==> src/rtl/jmp_pkg.sv <==
// Shared constants and the sequencer state type for the jump sequencer slice.
package jmp_pkg;

  localparam logic [3:0] OP_SUM  = 4'd0;
  localparam logic [3:0] OP_SUB  = 4'd1;
  localparam logic [3:0] OP_MULT = 4'd2;
  localparam logic [3:0] OP_DIV  = 4'd3;
  localparam logic [3:0] OP_AND  = 4'd4;
  localparam logic [3:0] OP_OR   = 4'd5;
  localparam logic [3:0] OP_XOR  = 4'd6;

  localparam logic [1:0] COND_ALWAYS = 2'b00;
  localparam logic [1:0] COND_ZERO   = 2'b01;
  localparam logic [1:0] COND_NZERO  = 2'b10;
  localparam logic [1:0] COND_NEVER  = 2'b11;

  typedef enum logic [1:0] {
    IDLE = 2'd0,
    EXEC = 2'd1,
    RESP = 2'd2
  } state_t;

endpackage

==> src/rtl/jmp_cond_eval.sv <==
// Combinational branch-condition evaluator: maps (cond, flag) to a taken bit.
module jmp_cond_eval
  import jmp_pkg::*;
#(
  parameter int WIDTH = 32
) (
  input  logic [1:0]       i_cond,
  input  logic [WIDTH-1:0] i_flag,
  output logic             o_taken
);

  always_comb begin
    o_taken = 1'b0;
    unique case (i_cond)
      COND_ALWAYS: o_taken = 1'b1;
      COND_ZERO:   o_taken = (i_flag == '0);
      COND_NZERO:  o_taken = (i_flag != '0);
      COND_NEVER:  o_taken = 1'b0;
      default:     o_taken = 1'b0;
    endcase
  end

endmodule

==> src/rtl/jump_sequencer.sv <==
// Three-state jump sequencer between decode, MiniALU and the fetch redirect.
// Optional divide-by-zero fault detection is enabled with `define JMP_DIV0_CHK_EN.
module jump_sequencer
  import jmp_pkg::*;
#(
  parameter int WIDTH = 32,
  parameter int OP_W  = 4,
  parameter int CNT_W = 16
) (
  input  logic             CLK,
  input  logic             RST_N,
  input  logic             FLUSH,
  input  logic             REQ_VALID,
  output logic             REQ_READY,
  input  logic [OP_W-1:0]  REQ_OP,
  input  logic [WIDTH-1:0] REQ_BASE,
  input  logic [WIDTH-1:0] REQ_OFFSET,
  input  logic [1:0]       REQ_COND,
  input  logic [WIDTH-1:0] REQ_FLAG,
  input  logic [WIDTH-1:0] REQ_PC_NEXT,
  output logic             JMP_ENB,
  output logic [OP_W-1:0]  M_ALU_op,
  output logic [WIDTH-1:0] M_ALU_v1,
  output logic [WIDTH-1:0] M_ALU_v2,
  input  logic [WIDTH-1:0] M_ALU_out,
  output logic             RDR_VALID,
  input  logic             RDR_READY,
  output logic [WIDTH-1:0] RDR_TARGET,
  output logic             RDR_TAKEN,
  output logic             RDR_FAULT,
  output logic [CNT_W-1:0] TAKEN_CNT
);

  state_t           r_state;
  state_t           w_state_next;

  logic [OP_W-1:0]  r_op;
  logic [WIDTH-1:0] r_base;
  logic [WIDTH-1:0] r_offset;
  logic [1:0]       r_cond;
  logic [WIDTH-1:0] r_flag;
  logic [WIDTH-1:0] r_pc_next;

  logic [WIDTH-1:0] r_target;
  logic             r_taken;
  logic             r_fault;
  logic [CNT_W-1:0] r_cnt;

  logic             w_cond_taken;
  logic             w_div0;
  logic             w_issue;
  logic             w_accept;
  logic             w_rdr_fire;

  jmp_cond_eval #(
    .WIDTH (WIDTH)
  ) u_cond_eval (
    .i_cond  (r_cond),
    .i_flag  (r_flag),
    .o_taken (w_cond_taken)
  );

`ifdef JMP_DIV0_CHK_EN
  // A taken divide by zero is turned into a faulted fall-through instead of reaching the ALU.
  assign w_div0 = w_cond_taken && (r_op == OP_W'(OP_DIV)) && (r_offset == '0);
`else
  assign w_div0 = 1'b0;
`endif

  assign w_issue    = w_cond_taken && !w_div0;
  assign w_accept   = (r_state == IDLE) && REQ_VALID && !FLUSH;
  assign w_rdr_fire = (r_state == RESP) && RDR_READY && !FLUSH;

  always_ff @(posedge CLK or negedge RST_N) begin
    if (!RST_N) begin
      r_state <= IDLE;
    end else begin
      r_state <= w_state_next;
    end
  end

  always_comb begin
    w_state_next = r_state;
    if (FLUSH) begin
      w_state_next = IDLE;
    end else begin
      unique case (r_state)
        IDLE:    if (REQ_VALID) w_state_next = EXEC;
        EXEC:    w_state_next = RESP;
        RESP:    if (RDR_READY) w_state_next = IDLE;
        default: w_state_next = IDLE;
      endcase
    end
  end

  always_comb begin
    REQ_READY = 1'b0;
    JMP_ENB   = 1'b0;
    M_ALU_op  = '0;
    M_ALU_v1  = '0;
    M_ALU_v2  = '0;
    RDR_VALID = 1'b0;
    unique case (r_state)
      IDLE: REQ_READY = ~FLUSH;
      EXEC: begin
        if (w_issue) begin
          JMP_ENB  = 1'b1;
          M_ALU_op = r_op;
          M_ALU_v1 = r_base;
          M_ALU_v2 = r_offset;
        end
      end
      RESP:    RDR_VALID = 1'b1;
      default: ;
    endcase
  end

  always_ff @(posedge CLK or negedge RST_N) begin
    if (!RST_N) begin
      r_op      <= '0;
      r_base    <= '0;
      r_offset  <= '0;
      r_cond    <= '0;
      r_flag    <= '0;
      r_pc_next <= '0;
    end else if (w_accept) begin
      r_op      <= REQ_OP;
      r_base    <= REQ_BASE;
      r_offset  <= REQ_OFFSET;
      r_cond    <= REQ_COND;
      r_flag    <= REQ_FLAG;
      r_pc_next <= REQ_PC_NEXT;
    end
  end

  // The redirect result is captured once in EXEC and then held through RESP.
  always_ff @(posedge CLK or negedge RST_N) begin
    if (!RST_N) begin
      r_target <= '0;
      r_taken  <= 1'b0;
      r_fault  <= 1'b0;
    end else if ((r_state == EXEC) && !FLUSH) begin
      r_target <= w_issue ? M_ALU_out : r_pc_next;
      r_taken  <= w_issue;
      r_fault  <= w_div0;
    end
  end

  always_ff @(posedge CLK or negedge RST_N) begin
    if (!RST_N) begin
      r_cnt <= '0;
    end else if (w_rdr_fire && r_taken && (r_cnt != '1)) begin
      r_cnt <= r_cnt + CNT_W'(1);
    end
  end

  assign RDR_TARGET = r_target;
  assign RDR_TAKEN  = r_taken;
  assign RDR_FAULT  = r_fault;
  assign TAKEN_CNT  = r_cnt;

endmodule

==> config.mk <==
export PLATFORM = sky130hd
export DESIGN_NAME = jump_sequencer
export DESIGN_NICKNAME = d
export VERILOG_FILES = /design/src/rtl/jmp_pkg.sv /design/src/rtl/jmp_cond_eval.sv /design/src/rtl/jump_sequencer.sv
export SDC_FILE = /design/constraint.sdc
export NUM_CORES = 1
export LEC_CHECK = 0
export CORE_ASPECT_RATIO = 1.4
export CORE_MARGIN = 8
export CORE_UTILIZATION = 45
export DETAILED_ROUTE_END_ITERATION = 8
export HOLD_SLACK_MARGIN = 0.1
export PLACE_DENSITY = 0.77
export SYNTH_ARGS = -nofsm -noshare
export SYNTH_HDL_FRONTEND = slang
export SYNTH_HIERARCHICAL = 1
export SYNTH_SLANG_ARGS = --single-unit
==> constraint.sdc <==
create_clock -name CLK -period 3.05 [get_ports CLK]
set_input_delay 0.61 -clock CLK [delete_from_list [all_inputs] [get_ports CLK]]
set_output_delay 0.61 -clock CLK [all_outputs]
set_load 0.01 [all_outputs]
# Word level (Yosys, flattened, before mapping)
# Cells that the tools add are included.
# word_totals
ff_bits	185
input_bits	171
word_cells	49
# op_classes
eq_ne	8
bitwise_logic	1
reduce_logical	13
n_addsub	1
muxes	16
# op_table
op	count
32-bit two-way mux	5
32-bit zero test	1
32-bit nonzero test	1
16-bit by 1-bit adder with 16-bit output (second input constant)	1
16-bit inequality test (second input constant)	1
4-bit two-way mux	2
1-bit logical AND	7
2-bit == test (second input constant)	3
2-bit two-way mux	3
3-bit inequality test (second input constant)	2
2-bit case mux with 3 select lines	1
2-bit by 1-bit == test with 1-bit output (second input constant)	2
2-bit zero test	2
1-bit two-way mux	4
1-bit case mux with 4 select lines	1
2-bit AND reduction	1
1-bit zero test	1
1-bit NOT	1

# Logic depth before layout (Yosys ltp)
# logic_depth
depth_word	5
mapped_depth	10

# Hierarchy
# Netlist, hierarchy kept.
# modules_own_cells
module	area_per_inst_um2	instances	seq_area_each_um2	cells_each
jump_sequencer	7855.0	1	4629.4	590
jmp_cond_eval	82.6	1	0.0	12

# Worst setup path after synthesis
# OpenSTA, ideal clock, no wires.
# synth_path
path_type	register to output
from	reg r_flag[24]
to	out M_ALU_v1[15]
n_path_buf	3
stages_incl_launch_ff	11
arrival_time_ns	2.102
path_slack_ns	0.338
required_time_ns	2.440
path_cell_list	dfrtp_1 > nor4_1 > nand4_1 > nor2_1 > mux2i_1 > buf_2 > inv_1 > nor2_1 > clkbuf_1 > clkbuf_1 > and2_1
# synth_between
elab_chain_cells	4
elab_cells_between_ends	5
# synth_lines
element	line_no	rtl
start, declared	jump_sequencer.sv:41	logic [WIDTH-1:0] r_flag;
start signal, assigned	jump_sequencer.sv:124	r_flag <= '0;
start signal, assigned	jump_sequencer.sv:131	r_flag <= REQ_FLAG;
32-bit nonzero test or 32-bit zero test (tied branches)	jmp_cond_eval.sv:17, jmp_cond_eval.sv:16	
1-bit case mux with 4 select lines (*)	jmp_cond_eval.sv:14	unique case (i_cond)
named net w_cond_taken	jump_sequencer.sv:49	logic w_cond_taken;
32-bit two-way mux (*)	jump_sequencer.sv:106	if (w_issue) begin
32-bit two-way mux (*)	jump_sequencer.sv:103	unique case (r_state)
end, declared	jump_sequencer.sv:23	output logic [WIDTH-1:0] M_ALU_v1,
# Mark *: on every way through the listed nets, which the timed path passes. The rest lies on a longest branch.

# Worst setup path after layout
# layout_path
from	reg r_flag[15]
to	out M_ALU_v1[2]
# Same word-level chain as after synthesis.

==> flow_summary.ini <==
[synthesis]
async_flop_share_pct = 100.0
synth_area_sq_um = 7938
yosysMostFrequentCell = dfrtp_1
synth_edf_count = 0
synth.top_cell.area_share_pct = 58.32
yosys_warnings = 6
netlist_instances = 602
ys_types = 37
ys_seq_area_share_pct = 58.32
ys.flop_type = dfrtp_1
yosys_register_bits = 185
netlist_top_cells_count = dfrtp_1, mux2_2, and2_1
yosys.area.top_type = dfrtp_1
syn_area_per_cell_sq_um = 13.19
syn_nets = 774
synth_area_leaders = dfrtp_1, mux2_2, and2_1

[place]
dpl_cell_area_sq_um = 11140
dp_hpwl_mm = 16.79
io_buffers = 290
gp_congestion = 0.8113

[sta]
final.setup_skew_ps = 12.16
rsz0062_at_grt = yes
finalWorstSetupSlack_ps = -110.4
fin_crit_sh_pct = 103.6
max_clock_freq_mhz = 316.4
finalHoldViolations = 0
setup_viol = 68
slew_violations = 0
slew_headroom_pct = 51.70
period_needed_ps = 3160
worst_slew_pin_slew_ps = 724.5

[power]
power_density_nw_per_um2 = 599.3
peakVddDrop_mv = 0.3410
power_mw = 7.206
leakagePower_nw = 5.219

[cells_and_area]
fillers = 1237
nets = 1074
area_growth_pct = 51.48
drive_above_1_share_pct = 35.16
design_area_sq_um = 12020

[critical_path]
crit_arrival_ps = 2550
endpoint_kind = output port
cp_data_required_time_ps = 2440
cp-start-kind = register
crit_family = simple AND/OR/NAND/NOR gates
crit_path_max_incr_delay_ps = 390
cpMostUsedCell = buf_6
worstPathMaxFanout = 5
path_cells = nor4_2 -> nand4_1 -> nor2_2 -> mux2i_4 -> inv_2 -> nor2_4 -> buf_6 -> buf_8 -> buf_6 -> and2_4 -> buf_6
crit_buf_inv = 5
crit_type = reg2out
critPathSlowestCell = dfrtp_1

[detailed_routing]
drtIter0Drc = 275
drt_wl_total_mm = 23.89
dr_total_vias = 5830
vias_per_cell = 5.061
firstDrtPassIters = 4
postRouteAntennaNets = 0
drc = 0
wl_per_cell_um = 20.74

[clocking]
numCtsBuffers = 17
clock-sinks = 185
clkSlewWorstSetupHoldPaths_ps = 70
cts_root_buffer = clkbuf_16
cts_max_path_buffers = 2
clk_latency_ps = 420
tritoncts = yes
htree_levels = 4

[grt]
grt_pass1_wl_mm = 35.73
overflow = 0
grt_util_all_layers_pct = 20.80
grt_max_degree = 75
antenna_found_initial = 4
grt_pass1_vias = 6462

[floorplan]
die_w_um = 128.2
rows = 57
coreArea_sq_um = 17330
fp.dieH_um = 173.1
die_area_sq_um = 22210
start_util_pct = 45.80
io_pins = 292

[status]
violations = negative setup slack
status = complete, but fails checks

[worst_hold_path]
hold_path.class = in2async

[job]
maxCapViolCount = 0
-- layout make-up --
cell class | instances | area (sq um) | share of cell area, %
sequential | 185 | 4629 | 38.50
multi-input combinational | 378 | 3284 | 27.32
timing repair buffer | 315 | 3223 | 26.81
clock buffer | 20 | 446.7 | 3.715
tap | 236 | 295.3 | 2.456
clock inverter | 10 | 118.9 | 0.9886
inverter | 5 | 18.77 | 0.1561
antenna | 3 | 7.507 | 0.06244
-- where the power goes --
| part | switching, mW | internal [mW] |
|---|---|---|
| logic | 0.669 | 1.07 |
| registers | 0.337 | 2.98 |
| clock network | 0.924 | 1.23 |
-- final timing paths --
path | endpoint | from | slack, ps | depth (start not counted)
worst max register to register | RDR_TARGET[7] | r_flag[15] | 440 | 9
worst min-delay path | r_offset[6] | RST_N | 220 | 1
worst max-delay path | M_ALU_v1[2] | r_flag[15] | -110 | 11
worst min register to register | r_base[31] | r_base[31] | 500 | 1
max in group asynchronous | r_state[0] | RST_N | 2110 | 2
min in group CLK | r_base[31] | r_base[31] | 500 | 1
-- state kept, by name (all words and copies together), names as in the netlist --
signal / cells
RDR_TARGET: 32
r_base: 32
r_flag: 32
r_offset: 32
r_pc_next: 32
TAKEN_CNT: 16
r_op: 4
r_cond: 2
r_state: 2
RDR_TAKEN: 1
-- logic make-up (layout without fill, tap and decap cells) --
kind of cell             count (synthesis)  count (layout)  synth area share, %
flip-flops                             185             185                58.32
buffers and inverters                   39             350                2.680
XOR/XNOR                                10              10                1.103
other                                    1               4              0.04724
AND/OR/NAND/NOR                        156             156                11.43
adder cells (fa/ha/maj)                  1               1               0.1576
AO/OA/AOI/OAI                           40              40                2.664
multiplexers                           170             170                23.60
-- layer usage --
metal	GRT usage [%]	vias up	part of all wire, %
li1	-	2682	-
met1	21.74	2897	35
met2	36.35	216	54
met3	8.744	33	9.1
met4	7.111	2	2.4
met5	0	-	0.054
-- cells in the final DEF, fill, tap and decap left out, types with 10 or more instances in the layout --
cell             netlist  routed
clkdlybuf4s50_1        0     220
buf_6                  6      50
and2_1                69      24
dfrtp_1              185     185
and2_4                 0      45
buf_2                 14      18
clkbuf_16              0      21
nor2_1                39      36
xor2_1                10      10
mux2_2               137     137
mux2i_1               33      32
a21oi_1               34      34
-- per-stage QoR --
stage	setup TNS [ps]	hold WS, ps	util [%]	instances	setup WS, ps
floorplan	0	314.4	-	602	338.2
CTS	-12540	242.7	67.63	1142	-433.3
global route	-13690	265.5	69.38	1152	-258.1
detailed placement	-10870	486.7	64.26	1104	-209.5
global placement	-7648	481.8	64.26	1104	-170.4
finish	-4376	221.5	69.38	1152	-110.4
-- repair_timing --
| item | 4_1_cts | 5_1_grt |
|---|---|---|
| gates resized for setup | 230 | 146 |
| pin swaps | 1 | 40 |
| gates cloned | 1 | 7 |
| endpoints found under the hold margin | 0 | 0 |
| setup buffers | 7 | 4 |
| endpoints found under the setup margin | 69 | 69 |
| hold buffers | 0 | 0 |
No activity file was read; power rests on OpenSTA's default activity.
